<file path="src/rtl/fetch_pc_ctrl.sv">
// IF-stage PC controller: steers fetch on predictions, redirects on mispredicts/jumps.
// Optional BRPRED_STATS_EN adds saturating branch and mispredict counters.
module fetch_pc_ctrl #(
  parameter logic [31:0] RESET_PC = 32'h0000_0000
) (
  input  logic        clk,
  input  logic        rst,
  input  logic        stall,
  input  logic [31:0] instr_IF,
  input  logic        BrPre,
  input  logic [1:0]  PreWrong,
  input  logic        redirect_valid,
  input  logic [31:0] redirect_pc,
  output logic [31:0] PC,
  output logic [1:0]  BranchPC_IF,
  output logic [1:0]  BranchPC_ID,
  output logic        BrPre_ID,
  output logic        valid_ID,
`ifdef BRPRED_STATS_EN
  output logic [31:0] branch_cnt,
  output logic [31:0] mispred_cnt,
`endif
  output logic        flush_IF
);

  logic [31:0] r_pc;
  logic [31:0] r_pc4_id;
  logic [31:0] r_tgt_id;
  logic        r_brpre_id;
  logic [1:0]  r_bpc_id;
  logic        r_valid_id;

  logic [31:0] w_pc4_if;
  logic [31:0] w_tgt_if;
  logic        w_mispredict;
  logic        w_redirect;
  logic [31:0] w_next_pc;

  assign w_pc4_if     = r_pc + 32'd4;
  assign w_tgt_if     = w_pc4_if + {{14{instr_IF[15]}}, instr_IF[15:0], 2'b00};
  // PreWrong bit 0 set means the branch went the other way (01 or 11)
  assign w_mispredict = r_valid_id & PreWrong[0];
  assign w_redirect   = w_mispredict | redirect_valid;

  always_comb begin
    w_next_pc = w_pc4_if;
    if (w_mispredict && !PreWrong[1]) w_next_pc = r_pc4_id;
    else if (w_mispredict)            w_next_pc = r_tgt_id;
    else if (redirect_valid)          w_next_pc = redirect_pc;
    else if (BrPre)                   w_next_pc = w_tgt_if;
  end

  always_ff @(posedge clk) begin
    if (rst) begin
      r_pc       <= RESET_PC;
      r_pc4_id   <= 32'd0;
      r_tgt_id   <= 32'd0;
      r_brpre_id <= 1'b0;
      r_bpc_id   <= 2'd0;
      r_valid_id <= 1'b0;
    end else if (!stall) begin
      r_pc <= w_next_pc;
      if (w_redirect) begin
        r_brpre_id <= 1'b0;
        r_bpc_id   <= 2'd0;
        r_valid_id <= 1'b0;
      end else begin
        r_pc4_id   <= w_pc4_if;
        r_tgt_id   <= w_tgt_if;
        r_brpre_id <= BrPre;
        r_bpc_id   <= r_pc[3:2];
        r_valid_id <= 1'b1;
      end
    end
  end

`ifdef BRPRED_STATS_EN
  logic [31:0] r_branch_cnt;
  logic [31:0] r_mispred_cnt;

  always_ff @(posedge clk) begin
    if (rst) begin
      r_branch_cnt  <= 32'd0;
      r_mispred_cnt <= 32'd0;
    end else if (!stall) begin
      if (r_valid_id && (PreWrong != 2'b10) && (r_branch_cnt != 32'hFFFF_FFFF))
        r_branch_cnt <= r_branch_cnt + 32'd1;
      if (w_mispredict && (r_mispred_cnt != 32'hFFFF_FFFF))
        r_mispred_cnt <= r_mispred_cnt + 32'd1;
    end
  end

  assign branch_cnt  = r_branch_cnt;
  assign mispred_cnt = r_mispred_cnt;
`endif

  assign PC          = r_pc;
  assign BranchPC_IF = r_pc[3:2];
  assign BranchPC_ID = r_bpc_id;
  assign BrPre_ID    = r_brpre_id;
  assign valid_ID    = r_valid_id;
  assign flush_IF    = ~stall & w_redirect;

endmodule

</file>
<file path="config.mk">
export PLATFORM = sky130hd
export DESIGN_NAME = fetch_pc_ctrl
export DESIGN_NICKNAME = d
export VERILOG_FILES = /design/src/rtl/fetch_pc_ctrl.sv
export SDC_FILE = /design/constraint.sdc
export NUM_CORES = 1
export LEC_CHECK = 0
export CAP_MARGIN = 20
export CORE_MARGIN = 1.5
export CORE_UTILIZATION = 36
export CTS_CLUSTER_DIAMETER = 100
export CTS_CLUSTER_SIZE = 40
export DETAILED_ROUTE_END_ITERATION = 6
export PLACE_DENSITY_LB_ADDON = 0.2
export SLEW_MARGIN = 20
export SYNTH_ARGS = -nofsm -noshare
export SYNTH_HDL_FRONTEND = slang
export SYNTH_SLANG_ARGS = --single-unit
</file>
<file path="constraint.sdc">
create_clock -name clk -period 4.6 [get_ports clk]
set_input_delay 0.92 -clock clk [delete_from_list [all_inputs] [get_ports clk]]
set_output_delay 0.92 -clock clk [all_outputs]
set_load 0.01 [all_outputs]
</file>
* After elaboration in Yosys (flattened, before gate mapping)
Index checks and enable logic that the tools add are counted.
** Cells by class
- Muxes and demuxes :: 7
- Reductions and logical operators :: 3
- $add $sub $neg :: 2
- Bitwise gates (word level) :: 5
** Operators with widths (count)
- $mux 32 :: 4
- $add 32x3->32 const B :: 1
- $add 32x32->32 :: 1
- $and 1x1->1 :: 2
- $mux 1 :: 2
- $mux 2 :: 1
- $not 1->1 :: 2
- $reduce_and 2->1 :: 1
- $logic_and 1x1->1 :: 1
- $logic_not 1->1 :: 1
- $or 1x1->1 :: 1
** Word-level totals
- Output and inout port bits :: 39
- Bits of input ports :: 71
- Flip-flop bits (word level) :: 100
- Logic and storage cells :: 23

* Longest topological paths before layout
Gate-level depths: netlist (run 1).
- Depth after elaboration :: 6
- Gate-level depth with buffers :: 17

* Worst setup path before layout (run 1)
Ideal clock, no wire load.
- Path type :: reg2reg
- Start :: reg r_pc[8], in the netlist PC[8]
- End :: reg r_pc[30], in the netlist PC[30]
- Buffers on the path :: 1
- Path slack :: 0.983 ns
- Data arrival time :: 3.495 ns
- Data required time :: 4.478 ns
- Stages on the path, launching flop included :: 16
- Library setup time :: 0.122 ns
- Clock period less this slack :: 3.617 ns
- Cells stage by stage :: dfxtp_1 > and4_1 > and3_1 > buf_4 > nand2_1 > or4_1 > xnor2_1 > inv_1 > ha_1 > and2_1 > a221o_1 > a31oi_4 > o21ai_1 > a21oi_2 > xnor2_1 > a311o_1
** On the way
- Word-level cells in the longest chain between the ends :: 6
** RTL lines
- from (decl) :: line 26 : logic [31:0] r_pc;
- from (signal assigned) :: line 62 : r_pc <= w_next_pc;
- $add 32x3->32 :: line 39 : assign w_pc4_if = r_pc + 32'd4;
- net w_pc4_if[24] :: line 33 : logic [31:0] w_pc4_if;
- $add 32x32->32 :: line 40 : assign w_tgt_if = w_pc4_if + {{14{instr_IF[15]}}, instr_IF[15:0], 2'b00};
- $mux 32 :: line 50 : else if (BrPre) w_next_pc = w_tgt_if;
- $mux 32 :: line 49 : else if (redirect_valid) w_next_pc = redirect_pc;
- $mux 32 :: line 48 : else if (w_mispredict) w_next_pc = r_tgt_id;
- $mux 32 :: line 47 : if (w_mispredict && !PreWrong[1]) w_next_pc = r_pc4_id;
The timed path passes the listed nets, and every way through them passes these cells.
A chain may end at the register's enable or synchronous reset.

* Worst setup path after layout (run 1)
- Start :: reg r_pc[5], in the netlist PC[5]
- End :: reg r_pc[31], in the netlist PC[31]
Same word-level chain as after synthesis.

==> results of run 1 <==
## worst min path at each step
stage	startpoint	to	slack (ns)	cells past startpoint
after floorplan	r_tgt_id[11]$_SDFFE_PP0P_	r_tgt_id[11]$_SDFFE_PP0P_	0.43	2
after global placement	r_tgt_id[21]$_SDFFE_PP0P_	r_tgt_id[21]$_SDFFE_PP0P_	0.44	2
after detailed placement	r_tgt_id[26]$_SDFFE_PP0P_	r_tgt_id[26]$_SDFFE_PP0P_	0.45	2
after CTS	r_tgt_id[26]$_SDFFE_PP0P_	r_tgt_id[26]$_SDFFE_PP0P_	0.46	2
after global routing	r_tgt_id[23]$_SDFFE_PP0P_	r_tgt_id[23]$_SDFFE_PP0P_	0.48	2
final	r_tgt_id[25]$_SDFFE_PP0P_	r_tgt_id[25]$_SDFFE_PP0P_	0.46	2
## sequential cells by signal, indices dropped and copies added, names as in the netlist
register	flops
valid_ID	1
PC	32
r_pc4_id	32
BranchPC_ID	2
r_tgt_id	30
BrPre_ID	1
## tightest hold or removal path: cells and delay by family, from the launching register on
family,cells,cell delay [ns]
compound gates,1,0.05
simple gates,1,0.05
flops,1,0.31
## report_power, final
group	switching (mW)	internal (mW)
clock network	0.351	0.482
registers	0.0563	0.913
logic	0.412	0.326
total	0.819	1.72
## routing by layer
layer  vias to the layer above  wire length, um  GRT usage (%)  share of wire [%]
li1                       3255                -              -                  -
met1                      3029            10000           29.8                 49
met2                       149             9180           33.0                 45
met3                        38              765           2.24                3.7
met4                         0              613           8.75                3.0
met5                         -                0              0                  0
## repair_timing
item / 4_1_cts / 5_1_grt
hold endpoints to repair: 0 / 0
resized for setup: 0 / 1
setup endpoints to repair: 0 / 1
buffers inserted: 0 / 0
## layout make-up
class / count / share of cell area, %
Clock buffer: 11 / 2.84
Multi-Input combinational cell: 676 / 53.2
Clock inverter: 5 / 1.05
Sequential cell: 98 / 24.0
Timing Repair Buffer: 118 / 13.4
Inverter: 44 / 2.02
Tap cell: 229 / 3.50
## per-stage QoR
stage	instance area [um^2]	setup slack, ns	std cells	hold slack (ns)
2_1_floorplan	6730	0.983	877	0.433
3_3_place_gp	7860	0.433	1165	0.441
3_5_place_dp	7860	0.418	1165	0.448
4_1_cts	8180	0.375	1181	0.457
5_1_grt	8190	0.0369	1181	0.477
6_report	8190	0.348	1181	0.456
## cell usage in the layout (no fill, tap or decap), types with 6 or more instances in the layout
cell type / synthesis / routed
sky130_fd_sc_hd__a211oi_1: 44 / 44
sky130_fd_sc_hd__a21o_1: 8 / 8
sky130_fd_sc_hd__a21oi_1: 95 / 95
sky130_fd_sc_hd__a31oi_1: 7 / 7
sky130_fd_sc_hd__and3_1: 6 / 6
sky130_fd_sc_hd__buf_4: 7 / 26
sky130_fd_sc_hd__clkbuf_16: 0 / 9
sky130_fd_sc_hd__clkdlybuf4s50_1: 0 / 89
sky130_fd_sc_hd__dfxtp_1: 98 / 98
sky130_fd_sc_hd__ha_1: 37 / 37
sky130_fd_sc_hd__inv_1: 44 / 44
sky130_fd_sc_hd__mux2i_1: 27 / 27
sky130_fd_sc_hd__nand2_1: 103 / 103
sky130_fd_sc_hd__nand3_1: 18 / 18
sky130_fd_sc_hd__nand4_1: 8 / 8
sky130_fd_sc_hd__nor2_1: 104 / 104
sky130_fd_sc_hd__nor2b_1: 8 / 8
sky130_fd_sc_hd__nor3_1: 20 / 20
sky130_fd_sc_hd__o21ai_0: 31 / 31
sky130_fd_sc_hd__o21bai_1: 6 / 6
sky130_fd_sc_hd__o22ai_1: 8 / 8
sky130_fd_sc_hd__xnor2_1: 43 / 42
sky130_fd_sc_hd__xor2_1: 11 / 11
## cell families (layout without fill, tap and decap cells)
family	count (synthesis)	count (layout)	synth area share, %
adder cells (fa/ha/maj)	38	38	7.17
flip-flops	98	98	29.1
AND/OR/NAND/NOR	300	300	20.3
multiplexers	31	31	4.68
buffers and inverters	103	178	6.41
AO/OA/AOI/OAI	252	252	24.9
XOR/XNOR	55	55	7.36
==> reports/results.md, run 1 <==
| Group | Result | Reported |
| --- | --- | --- |
| setup path | CP arrival | 4.54 ns |
| placement | Gp weighted congestion | 0.904 |
| power and ir drop | Leak pwr | 3.25 nW |
| placement | Detailed Place HPWL | 14,700 um |
| setup path | Cell count of the worst reg-to-reg path | 15 |
| floorplan | Chip height | 140 um |
| synthesis | Post-synthesis net count | 986 |
| setup path | Dominant delay contributor by cell family on the critical path | simple AND/OR/NAND/NOR gates |
| status | Failing checks | design-rule violations |
| cells and area | Layout cells sized above 1 | 7.25% |
| drt | Count of TritonRoute iterations in the first routing pass | 7 |
| setup path | Worst path buffer plus inverter count | 1 |
| synthesis | Share of synthesized registers carrying an async set or reset | 0% |
| drt | Post-route antenna net violation count | 0 |
| clocking | Clock transition at path regs | 0.07 ns |
| grt | Maximum number of pins on one net before global-route repair | 72 |
| synthesis | Synth top area cells | sky130_fd_sc_hd__dfxtp_1 29%, sky130_fd_sc_hd__a21oi_1 7.1%, sky130_fd_sc_hd__ha_1 6.9%, sky130_fd_sc_hd__nor2_1 5.8%, sky130_fd_sc_hd__nand2_1 5.7% |
| clocking | Clock buffer depth | 2 |
| placement | Count of port buffers added during placement | 93 |
| synthesis | Share of the yosys chip area belonging to registers | 29.1% |
| sta | Layout Skew | 0.00809 ns |
| drt | Final Routed Wirelength | 20,600 um |
| synthesis | Post-synthesis register bit count | 98 |
| drt | Violation count after the first detailed-route iteration | 471 |
| synthesis | Commonest cells post-synth | 104 x sky130_fd_sc_hd__nor2_1, 103 x sky130_fd_sc_hd__nand2_1, 98 x sky130_fd_sc_hd__dfxtp_1 |
| clocking | Number of buffers inserted during clock tree synthesis | 9 |
| setup path | Critical path launch point | PC[5]$_SDFFE_PP0N_ |
| cells and area | Fraction of the core area covered by cells at the end of the flow | 45.1% |
| clocking | Clock latency on the worst-skew pair | 0.36 ns |
| setup path | Longest individual stage delay on the worst path | 0.45 ns |
| sta | Slew at the pin with the worst max-slew slack | 0.805 ns |
| setup path | Capturing instance or port of the critical path | PC[31]$_SDFFE_PP0N_ |
| setup path | Launch point of the worst reg-to-reg path | PC[5]$_SDFFE_PP0N_ |
| setup path | FF-to-FF setup slack | 0.35 ns |
| floorplan | Initial standard-cell utilization of the core | 37.1% |
| synthesis | Yosys top cell area share | 29.1% |
| setup path | Critical path startpoint category | flop |
| sta | Unrepaired setup endpoints after global routing | no |
| setup path | Critical R2R Capture | PC[31]$_SDFFE_PP0N_ |
| clocking | Number of H-tree levels | 3 |
| sta | Final cycle utilization of the critical path | 92.4% |
| sta | Count of final setup violators | 0 |
| synthesis | Count of synthesis-stage warnings from yosys | 0 |
| floorplan | Die outline area | 0.0195 mm^2 |
| clocking | Hold-fix buffer count after cts | 0 |
| setup path | Crit-path slowest cell | sky130_fd_sc_hd__dfxtp_1 |
| synthesis | Mapped Area | 0.00673 mm^2 |
| grt | Antenna violations before repair | 0 |
| synthesis | Synth Instances | 877 |
| cells and area | Layout filler cell count | 1,897 |
| grt | Vias in the first global route | 6,162 |
| power and ir drop | IR Drop Worst-Case VDD | 0.145 mV |
| cells and area | Number of antenna cells inserted | 0 |
| clocking | CTS sink count | 98 |
| floorplan | Number of core rows | 49 |
| sta | Shortest clock period the worst path allows after layout | 4.25 ns |
| flow run | Max Cap Viol | 0 |
| cells and area | Register cell area after layout | 0.00196 mm^2 |
| drt | Post-detailed-route via-to-cell ratio | 5.48 |
| clocking | Clock Root Buffer | sky130_fd_sc_hd__clkbuf_16 |
| sta | Normalized max-slew margin | 46.3% |
| setup path | Critical Path End Type | flop |
| status | Run status | finished, violations left |
| setup path | Setup CP Type | flop to flop |
| sta | Maximum achievable frequency | 0.235 GHz |
| drt | Vias | 6,471 |
| hold path | Type of the most critical hold path | flop to flop |
| synthesis | Number of different library cells in the post-synthesis netlist | 74 |
| sta | Final slew viol count | 0 |
| synthesis | Post-synth top area cell | sky130_fd_sc_hd__dfxtp_1 |
| floorplan | Die width | 140 um |
| synthesis | Number of enable flip-flop cells after synthesis | 0 |
| drt | Remaining routing DRC violations | 5 |
| setup path | Crit Path Max Fanout | 6 |
| clocking | TritonCTS clock tree | done |
| floorplan | Core Box Area | 0.0181 mm^2 |
| setup path | Required time at the endpoint of the critical path | 4.89 ns |
| sta | Final setup TNS | 0 ns |
| cells and area | Area of combinational cells with multiple inputs | 0.00435 mm^2 |
| cells and area | Relative area change from synthesis to final layout | 21.6% |
| power and ir drop | Power per Cell Area | 310 mW/mm^2 |
| grt | Total grt overflow | 0 |
| drt | Drt wl/cell | 17.4 um |
| cells and area | Number of nets in the finished design | 1,056 |
| setup path | Critical-path cell list | and4_4 -> and2b_1 -> nand2_1 -> xor2_1 -> inv_1 -> ha_1 -> nand2_1 -> o21ai_0 -> nor3b_1 -> nor3_2 -> o41ai_4 -> a31oi_2 -> nor3b_1 -> a311o_1 -> nor2_1 |
| synthesis | Top_reg_cell synth | sky130_fd_sc_hd__dfxtp_1 |
| floorplan | I/O pin total | 110 |
| power and ir drop | Total power | 2.54 mW |
| grt | Global router's overall resource usage | 21.2% |
| sta | Number of hold violations in the final report | 0 |
| setup path | Number of cells on the critical path | 15 |
| grt | Wire length of the first global-routing pass | 33,100 um |
| synthesis | Synthesized area divided by synthesized cell count | 7.68 um^2 |
| synthesis | Dominant cell by count in the synthesized netlist | sky130_fd_sc_hd__nor2_1 |
Power figures use the tool's default switching activity.
==> inputs of run 2 (changes only) <==
Settings changed: GPL_TIMING_DRIVEN from default to 0.
==> run 2 against run 1 <==
- the run still ends with design-rule violations left
- worst setup slack got worse by 0.093 ns
- sequential power barely moved
- clock skew rose by 0.0031 ns
- critical path depth rose by 2
- clock power fell by 0.8%
- sequential cell count did not move
- combinational power rose by 6.5%
- register-to-register slack got worse by 0.09 ns
- clock-buffer cell count fell by 1
- critical path type unchanged
- highest routed layer unchanged
==> reports/results.md, run 2 (synthesis results as in run 1) <==
| Group | Result | Reported | Delta |
| --- | --- | --- | --- |
| status | Failing checks | design-rule violations | unchanged |
| grt | Total grt overflow | 0 | unchanged |
| floorplan | I/O pin total | 110 | unchanged |
| grt | Global routing usage on met1 | 34.8% | was 29.8% |
| grt | Global routing usage on met2 | 41.9% | was 33.0% |
| cells and area | Most frequent standard cell in the layout excluding fill and tap cells | sky130_fd_sc_hd__nor2_1 | unchanged |
| setup path | Critical R2R Capture | r_tgt_id[31]$_SDFFE_PP0P_ | was PC[31]$_SDFFE_PP0N_ |
| sta | Slew at the pin with the worst max-slew slack | 1.06 ns | was 0.805 ns |
| setup path | Critical path launch point | PC[8]$_SDFFE_PP0N_ | was PC[5]$_SDFFE_PP0N_ |
| setup path | Cell count of the worst reg-to-reg path | 17 | was 15 |
| sta | Count of final setup violators | 0 | unchanged |
| cells and area | Fraction of the core area covered by cells at the end of the flow | 45.6% | was 45.1% |
| grt | Wire length of the first global-routing pass | 38,000 um | was 33,100 um |
| floorplan | Die width | 140 um | unchanged |
| drt | Count of TritonRoute iterations in the first routing pass | 7 | unchanged |
| clocking | Post CTS Setup Buffer Count | 0 | unchanged |
| grt | Vias in the first global route | 6,358 | was 6,162 |
| drt | Remaining routing DRC violations | 5 | unchanged |
| floorplan | Number of core rows | 49 | unchanged |
| flow run | Max Cap Viol | 0 | unchanged |
| sta | Number of hold violations in the final report | 0 | unchanged |
| floorplan | Die outline area | 0.0195 mm^2 | unchanged |
| power and ir drop | IR Drop Worst-Case VDD | 0.170 mV | was 0.145 mV |
| sta | Final cycle utilization of the critical path | 94.5% | was 92.4% |
| clocking | Clock latency on the worst-skew pair | 0.37 ns | was 0.36 ns |
| floorplan | Chip height | 140 um | unchanged |
| setup path | Launch point of the worst reg-to-reg path | PC[8]$_SDFFE_PP0N_ | was PC[5]$_SDFFE_PP0N_ |
| sta | Layout Skew | 0.0112 ns | was 0.00809 ns |
| placement | Area after DPL | 0.00793 mm^2 | was 0.00786 mm^2 |
| drt | Vias | 6,997 | was 6,471 |
| grt | Global router's overall resource usage | 25.8% | was 21.2% |
| grt | Maximum number of pins on one net before global-route repair | 23 | was 72 |
| floorplan | Core Box Area | 0.0181 mm^2 | unchanged |
| clocking | Clock transition at path regs | 0.07 ns | about the same |
| hold path | Type of the most critical hold path | flop to flop | unchanged |
| grt | Global Route met3 Usage | 4.37% | was 2.24% |
| clocking | Number of H-tree levels | 3 | unchanged |
| cells and area | Non-Filler Cell Area, Final | 0.00828 mm^2 | was 0.00819 mm^2 |
| drt | Final Routed Wirelength | 25,500 um | was 20,600 um |
| clocking | Number of buffers inserted during clock tree synthesis | 9 | unchanged |
| sta | Maximum achievable frequency | 0.230 GHz | was 0.235 GHz |
| cells and area | Layout cells sized above 1 | 5.39% | was 7.25% |
| placement | Detailed Place HPWL | 18,700 um | was 14,700 um |
| clocking | Clock buffer depth | 2 | unchanged |
| setup path | Setup CP Type | flop to flop | unchanged |
| cells and area | Relative area change from synthesis to final layout | 23.0% | was 21.6% |
| placement | Count of port buffers added during placement | 91 | was 93 |
| status | Run status | finished, violations left | unchanged |
| drt | Drt wl/cell | 21.1 um | was 17.4 um |
| grt | Busiest layer in global routing | met2 | unchanged |
| cells and area | Number of nets in the finished design | 1,088 | was 1,056 |
| clocking | Clock Root Buffer | sky130_fd_sc_hd__clkbuf_16 | unchanged |
| cells and area | Number of antenna cells inserted | 0 | unchanged |
| cells and area | Most used cells in the layout excluding fill and tap cells | 104 x sky130_fd_sc_hd__nor2_1, 103 x sky130_fd_sc_hd__nand2_1, 96 x sky130_fd_sc_hd__dfxtp_1, 95 x sky130_fd_sc_hd__a21oi_1, 90 x sky130_fd_sc_hd__clkdlybuf4s50_1 | was 104 x sky130_fd_sc_hd__nor2_1, 103 x sky130_fd_sc_hd__nand2_1, 98 x sky130_fd_sc_hd__dfxtp_1, 95 x sky130_fd_sc_hd__a21oi_1, 89 x sky130_fd_sc_hd__clkdlybuf4s50_1 |
| drt | Post-detailed-route via-to-cell ratio | 5.77 | was 5.48 |
| drt | Violation count after the first detailed-route iteration | 780 | was 471 |
| clocking | CTS sink count | 98 | unchanged |
| power and ir drop | Power per Cell Area | 312 mW/mm^2 | was 310 mW/mm^2 |
| clocking | TritonCTS clock tree | done | unchanged |
| setup path | FF-to-FF setup slack | 0.25 ns | was 0.35 ns |
| setup path | Required time at the endpoint of the critical path | 4.90 ns | was 4.89 ns |
| sta | Final slew viol count | 0 | unchanged |
| sta | Normalized max-slew margin | 29.4% | was 46.3% |
| setup path | Critical path startpoint category | flop | unchanged |
| drt | Post-route antenna net violation count | 0 | unchanged |
| placement | Gp weighted congestion | 0.944 | was 0.904 |
| setup path | CP arrival | 4.65 ns | was 4.54 ns |
| sta | Shortest clock period the worst path allows after layout | 4.35 ns | was 4.25 ns |
| sta | Post-Route Hold Slack | 0.455 ns | was 0.456 ns |
| setup path | Crit Path Max Fanout | 8 | was 6 |
| grt | Antenna violations before repair | 0 | unchanged |
| setup path | Capturing instance or port of the critical path | r_tgt_id[31]$_SDFFE_PP0P_ | was PC[31]$_SDFFE_PP0N_ |
| floorplan | Initial standard-cell utilization of the core | 37.1% | unchanged |
| setup path | Critical Path End Type | flop | unchanged |
| power and ir drop | Leak pwr | 3.24 nW | was 3.25 nW |
run 2: final cells by class:
| type | instances | area [um^2] |
|---|---|---|
| clock inverter | 6 | 71.3 |
| timing repair buffer | 91 | 913 |
| fill | 1903 | 9870 |
| multi-input combinational | 676 | 4380 |
| clock buffer | 10 | 239 |
| sequential | 98 | 1960 |
| inverter | 44 | 165 |
| buffer | 59 | 267 |
| tap | 229 | 287 |
run 2: critical path: stages, from the launching register on:
cell	delay [ns]
sky130_fd_sc_hd__dfxtp_1	0.47
sky130_fd_sc_hd__and4_1	0.27
sky130_fd_sc_hd__and3_1	0.16
sky130_fd_sc_hd__buf_4	0.17
sky130_fd_sc_hd__nand2_1	0.08
sky130_fd_sc_hd__nor2_1	0.22
sky130_fd_sc_hd__nand4_1	0.15
sky130_fd_sc_hd__xnor2_1	0.34
sky130_fd_sc_hd__ha_1	0.33
sky130_fd_sc_hd__a21oi_1	0.15
sky130_fd_sc_hd__o21ai_0	0.21
sky130_fd_sc_hd__or3_1	0.47
sky130_fd_sc_hd__nor3_4	0.26
sky130_fd_sc_hd__o41ai_4	0.14
sky130_fd_sc_hd__a31oi_2	0.32
sky130_fd_sc_hd__xnor3_1	0.26
sky130_fd_sc_hd__o21a_1	0.17
sky130_fd_sc_hd__nor2_1	0.07
run 2: worst min path at each step:
stage / start / depth (start not counted) / slack (ns) / to
detailed placement: r_tgt_id[11]$_SDFFE_PP0P_ / 2 / 0.45 / r_tgt_id[11]$_SDFFE_PP0P_
CTS: r_tgt_id[14]$_SDFFE_PP0P_ / 2 / 0.46 / r_tgt_id[14]$_SDFFE_PP0P_
global route: r_tgt_id[28]$_SDFFE_PP0P_ / 2 / 0.47 / r_tgt_id[28]$_SDFFE_PP0P_
finish: r_tgt_id[11]$_SDFFE_PP0P_ / 2 / 0.45 / r_tgt_id[11]$_SDFFE_PP0P_
floorplan: r_tgt_id[11]$_SDFFE_PP0P_ / 2 / 0.43 / r_tgt_id[11]$_SDFFE_PP0P_
global placement: r_tgt_id[11]$_SDFFE_PP0P_ / 2 / 0.44 / r_tgt_id[11]$_SDFFE_PP0P_
run 2: metrics by stage:
stage	instances	setup WS (ns)	power (mW)	setup TNS, ns
after global placement	1197	-0.106	1.75	-0.207
after detailed placement	1197	-0.0986	1.75	-0.191
after floorplan	877	0.983	1.47	0
after CTS	1213	0.147	2.56	0
final	1213	0.254	2.58	0
after global routing	1213	-0.00931	2.68	-0.0115
run 2: report_power, final:
part | leakage, nW | switching (mW) | internal (mW)
sequential | 0.806 | 0.0594 | 0.913
clock | 0.151 | 0.381 | 0.444
combinational | 2.29 | 0.457 | 0.328
total | 3.24 | 0.897 | 1.69
run 2: timing repair:
item / in CTS / in global routing
hold buffers: 0 / 0
endpoints found under the setup margin: 0 / 4
resized for setup: 0 / 7
endpoints found under the hold margin: 0 / 0
run 2: metal layers:
layer	part of all wire (%)	vias to the layer above
met2	46	317
li1	-	3329
met3	8.3	41
met5	0	-
met4	2.0	0
met1	44	3310
==> inputs of run 3 (changes only) <==
Settings changed: CTS_CLUSTER_DIAMETER 100 to default, SKIP_LAST_GASP from default to 1.
Clock period 4.6 ns to 4.65 ns, I/O delays scaled along.
==> run 3 against run 2 <==
- the run still ends with design-rule violations left
- via count decreased by 0.93%
- global-route usage stayed put
- first-iteration DRC count grew 0.90%
- clock power is 0.7% lower
- sequential cell count unchanged
- worst setup slack got worse by 0.078 ns
- total power shrank 1.3%
- clock-buffer cell count unchanged
- worst hold slack lost 0.00075 ns
- clock skew shrank 0.00091 ns
- sequential power is 1% lower
- critical path type is now primary input to flop
==> reports/results.md, run 3 (synthesis results as in run 1) <==
| Group | Result | Reported | Delta |
| --- | --- | --- | --- |
| floorplan | Chip height | 140 um | unchanged |
| power and ir drop | Logic pwr share | 30.2% | was 30.4% |
| power and ir drop | IR Drop Worst-Case VDD | 0.169 mV | was 0.170 mV |
| clocking | Number of buffers inserted during clock tree synthesis | 9 | unchanged |
| floorplan | Die outline area | 0.0195 mm^2 | unchanged |
| floorplan | I/O pin total | 110 | unchanged |
| placement | Count of port buffers added during placement | 91 | unchanged |
| cells and area | Most used cells in the layout excluding fill and tap cells | 104 x sky130_fd_sc_hd__nor2_1, 103 x sky130_fd_sc_hd__nand2_1, 97 x sky130_fd_sc_hd__dfxtp_1, 95 x sky130_fd_sc_hd__a21oi_1, 91 x sky130_fd_sc_hd__clkdlybuf4s50_1 | was 104 x sky130_fd_sc_hd__nor2_1, 103 x sky130_fd_sc_hd__nand2_1, 96 x sky130_fd_sc_hd__dfxtp_1, 95 x sky130_fd_sc_hd__a21oi_1, 90 x sky130_fd_sc_hd__clkdlybuf4s50_1 |
| grt | Vias in the first global route | 6,358 | unchanged |
| power and ir drop | Share of total power consumed by net switching | 34.7% | about the same |
| drt | Post-route antenna net violation count | 0 | unchanged |
| grt | Antenna violations before repair | 0 | unchanged |
| floorplan | Number of core rows | 49 | unchanged |
| setup path | Setup CP Type | primary input to flop | was flop to flop |
| clocking | CTS sink count | 98 | unchanged |
| sta | Normalized max-slew margin | 27.9% | was 29.4% |
| power and ir drop | Total power | 2.55 mW | was 2.58 mW |
| drt | Post-detailed-route via-to-cell ratio | 5.71 | was 5.77 |
| cells and area | Non-Filler Cell Area, Final | 0.00825 mm^2 | was 0.00828 mm^2 |
| clocking | Number of H-tree levels | 3 | unchanged |
| clocking | Hold-fix buffer count after cts | 0 | unchanged |
| clocking | Post CTS Setup Buffer Count | 0 | unchanged |
| cells and area | Non-Filler Instances | 1,213 | unchanged |
| sta | Number of hold violations in the final report | 0 | unchanged |
| power and ir drop | Leak pwr | 3.21 nW | was 3.24 nW |
| power and ir drop | Clock share of power | 32.1% | was 31.9% |
| setup path | Critical Path End Type | flop | unchanged |
| grt | Maximum number of pins on one net before global-route repair | 23 | unchanged |
| sta | Final cycle utilization of the critical path | 96.2% |  |
| clocking | Clock Root Buffer | sky130_fd_sc_hd__clkbuf_16 | unchanged |
| sta | Unrepaired setup endpoints after global routing | no |  |
| grt | Total grt overflow | 0 | unchanged |
| clocking | Clock latency on the worst-skew pair | 0.37 ns | about the same |
| setup path | Critical path startpoint category | primary input | was flop |
| clocking | Post-cts sizing count | 0 | unchanged |
| power and ir drop | Power per Cell Area | 309 mW/mm^2 | was 312 mW/mm^2 |
| placement | Gp weighted congestion | 0.944 | unchanged |
| cells and area | Most frequent standard cell in the layout excluding fill and tap cells | sky130_fd_sc_hd__nor2_1 | unchanged |
| placement | Detailed Place HPWL | 18,700 um | unchanged |
| power and ir drop | Internal cell power | 1.66 mW | was 1.69 mW |
| cells and area | Number of antenna cells inserted | 0 | unchanged |
| drt | Count of TritonRoute iterations in the first routing pass | 7 | unchanged |
| sta | PnR worst setup slack | 0.177 ns | was 0.254 ns |
| setup path | Required time at the endpoint of the critical path | 4.96 ns | was 4.90 ns |
| sta | Slew at the pin with the worst max-slew slack | 1.08 ns | was 1.06 ns |
| setup path | CP arrival | 4.78 ns | was 4.65 ns |
| drt | Violation count after the first detailed-route iteration | 787 | was 780 |
| status | Run status | finished, violations left | unchanged |
| sta | Final slew viol count | 0 | unchanged |
| status | Failing checks | design-rule violations | unchanged |
| power and ir drop | Sw power | 885 uW | was 897 uW |
| drt | Final Routed Wirelength | 25,400 um | was 25,500 um |
| clocking | TritonCTS clock tree | done | unchanged |
| hold path | Type of the most critical hold path | flop to flop | unchanged |
| power and ir drop | Sequential share of power | 37.7% | about the same |
| floorplan | Die width | 140 um | unchanged |
| placement | Placed Instances | 1,197 | unchanged |
| clocking | Clock transition at path regs | 0.07 ns | about the same |
| sta | Final setup TNS | 0 ns | unchanged |
| drt | Drt wl/cell | 21.0 um | was 21.1 um |
| clocking | Clock buffer depth | 2 | unchanged |
| grt | Global router's overall resource usage | 25.8% | unchanged |
| cells and area | Layout cells sized above 1 | 5.18% | was 5.39% |
| grt | Wire length of the first global-routing pass | 38,000 um | unchanged |
| cells and area | Relative area change from synthesis to final layout | 22.5% | was 23.0% |
| placement | Placement-stage worst setup slack | -0.0586 ns | was -0.0986 ns |
| flow run | Max Cap Viol | 0 | unchanged |
| sta | Maximum achievable frequency | 0.224 GHz |  |
| floorplan | Initial standard-cell utilization of the core | 37.1% | unchanged |
| sta | Shortest clock period the worst path allows after layout | 4.47 ns |  |
| placement | Area after DPL | 0.00793 mm^2 | unchanged |
| floorplan | Core Box Area | 0.0181 mm^2 | unchanged |
| cells and area | Number of nets in the finished design | 1,088 | unchanged |
| sta | Layout Skew | 0.0103 ns | was 0.0112 ns |
| drt | Vias | 6,932 | was 6,997 |
| setup path | Crit Path Max Fanout | 22 | was 8 |
| drt | Remaining routing DRC violations | 5 | unchanged |
| sta | Count of final setup violators | 0 | unchanged |
==> run 3: cell type report <==
class,count,area [um^2]
Fill cell,1912,9900
Buffer,59,267
Multi-Input combinational cell,676,4350
Clock buffer,10,239
Timing Repair Buffer,91,911
Clock inverter,6,71.3
Inverter,44,165
Tap cell,229,287
Sequential cell,98,1960
==> run 3: power groups by stage <==
stage,Sequential [mW],Combinational [mW],Clock (mW)
2_1_floorplan,0.973,0.481,0
3_5_place_dp,0.980,0.754,0
5_1_grt,0.969,0.835,0.842
4_1_cts,0.960,0.758,0.817
6_report,0.962,0.769,0.819
3_3_place_gp,0.979,0.752,0
==> run 3: through the flow <==
stage,utilization (%),hold slack [ns]
floorplan,-,0.433
global placement,43.7,0.441
global route,45.5,0.472
detailed placement,43.7,0.445
CTS,45.4,0.457
finish,45.5,0.454
==> run 3: path summary, 6_finish.rpt <==
kind              slack (ns)                         to  depth (start not counted)                       from
setup reg to reg        0.29  r_tgt_id[31]$_SDFFE_PP0P_                         16         PC[3]$_SDFFE_PP0N_
setup / recovery        0.18        PC[31]$_SDFFE_PP0N_                         11               instr_IF[15]
hold reg to reg         0.45  r_tgt_id[11]$_SDFFE_PP0P_                          2  r_tgt_id[11]$_SDFFE_PP0P_
hold / removal          0.45  r_tgt_id[11]$_SDFFE_PP0P_                          2  r_tgt_id[11]$_SDFFE_PP0P_
==> run 3: metal layers <==
metal | GRT usage [%] | wire, um | up-vias | share of wire, %
li1 | - | - | 3326 | -
met4 | 8.03 | 622 | 0 | 2.4
met3 | 4.37 | 1930 | 55 | 7.6
met5 | 0 | 0 | - | 0
met1 | 34.8 | 11400 | 3242 | 45
met2 | 41.9 | 11500 | 309 | 45
==> run 3: worst max-delay path, stage by stage <==
cell and delay [ns]:
sky130_fd_sc_hd__clkdlybuf4s50_1 0.98, sky130_fd_sc_hd__ha_1 0.71, sky130_fd_sc_hd__nand2_1 0.12, sky130_fd_sc_hd__o21ai_0 0.44, sky130_fd_sc_hd__or3_1 0.23, sky130_fd_sc_hd__nor3_4 0.07
sky130_fd_sc_hd__o41ai_4 0.44, sky130_fd_sc_hd__a31oi_2 0.21, sky130_fd_sc_hd__nor3b_1 0.18, sky130_fd_sc_hd__a311o_1 0.36, sky130_fd_sc_hd__nor2_1 0.10
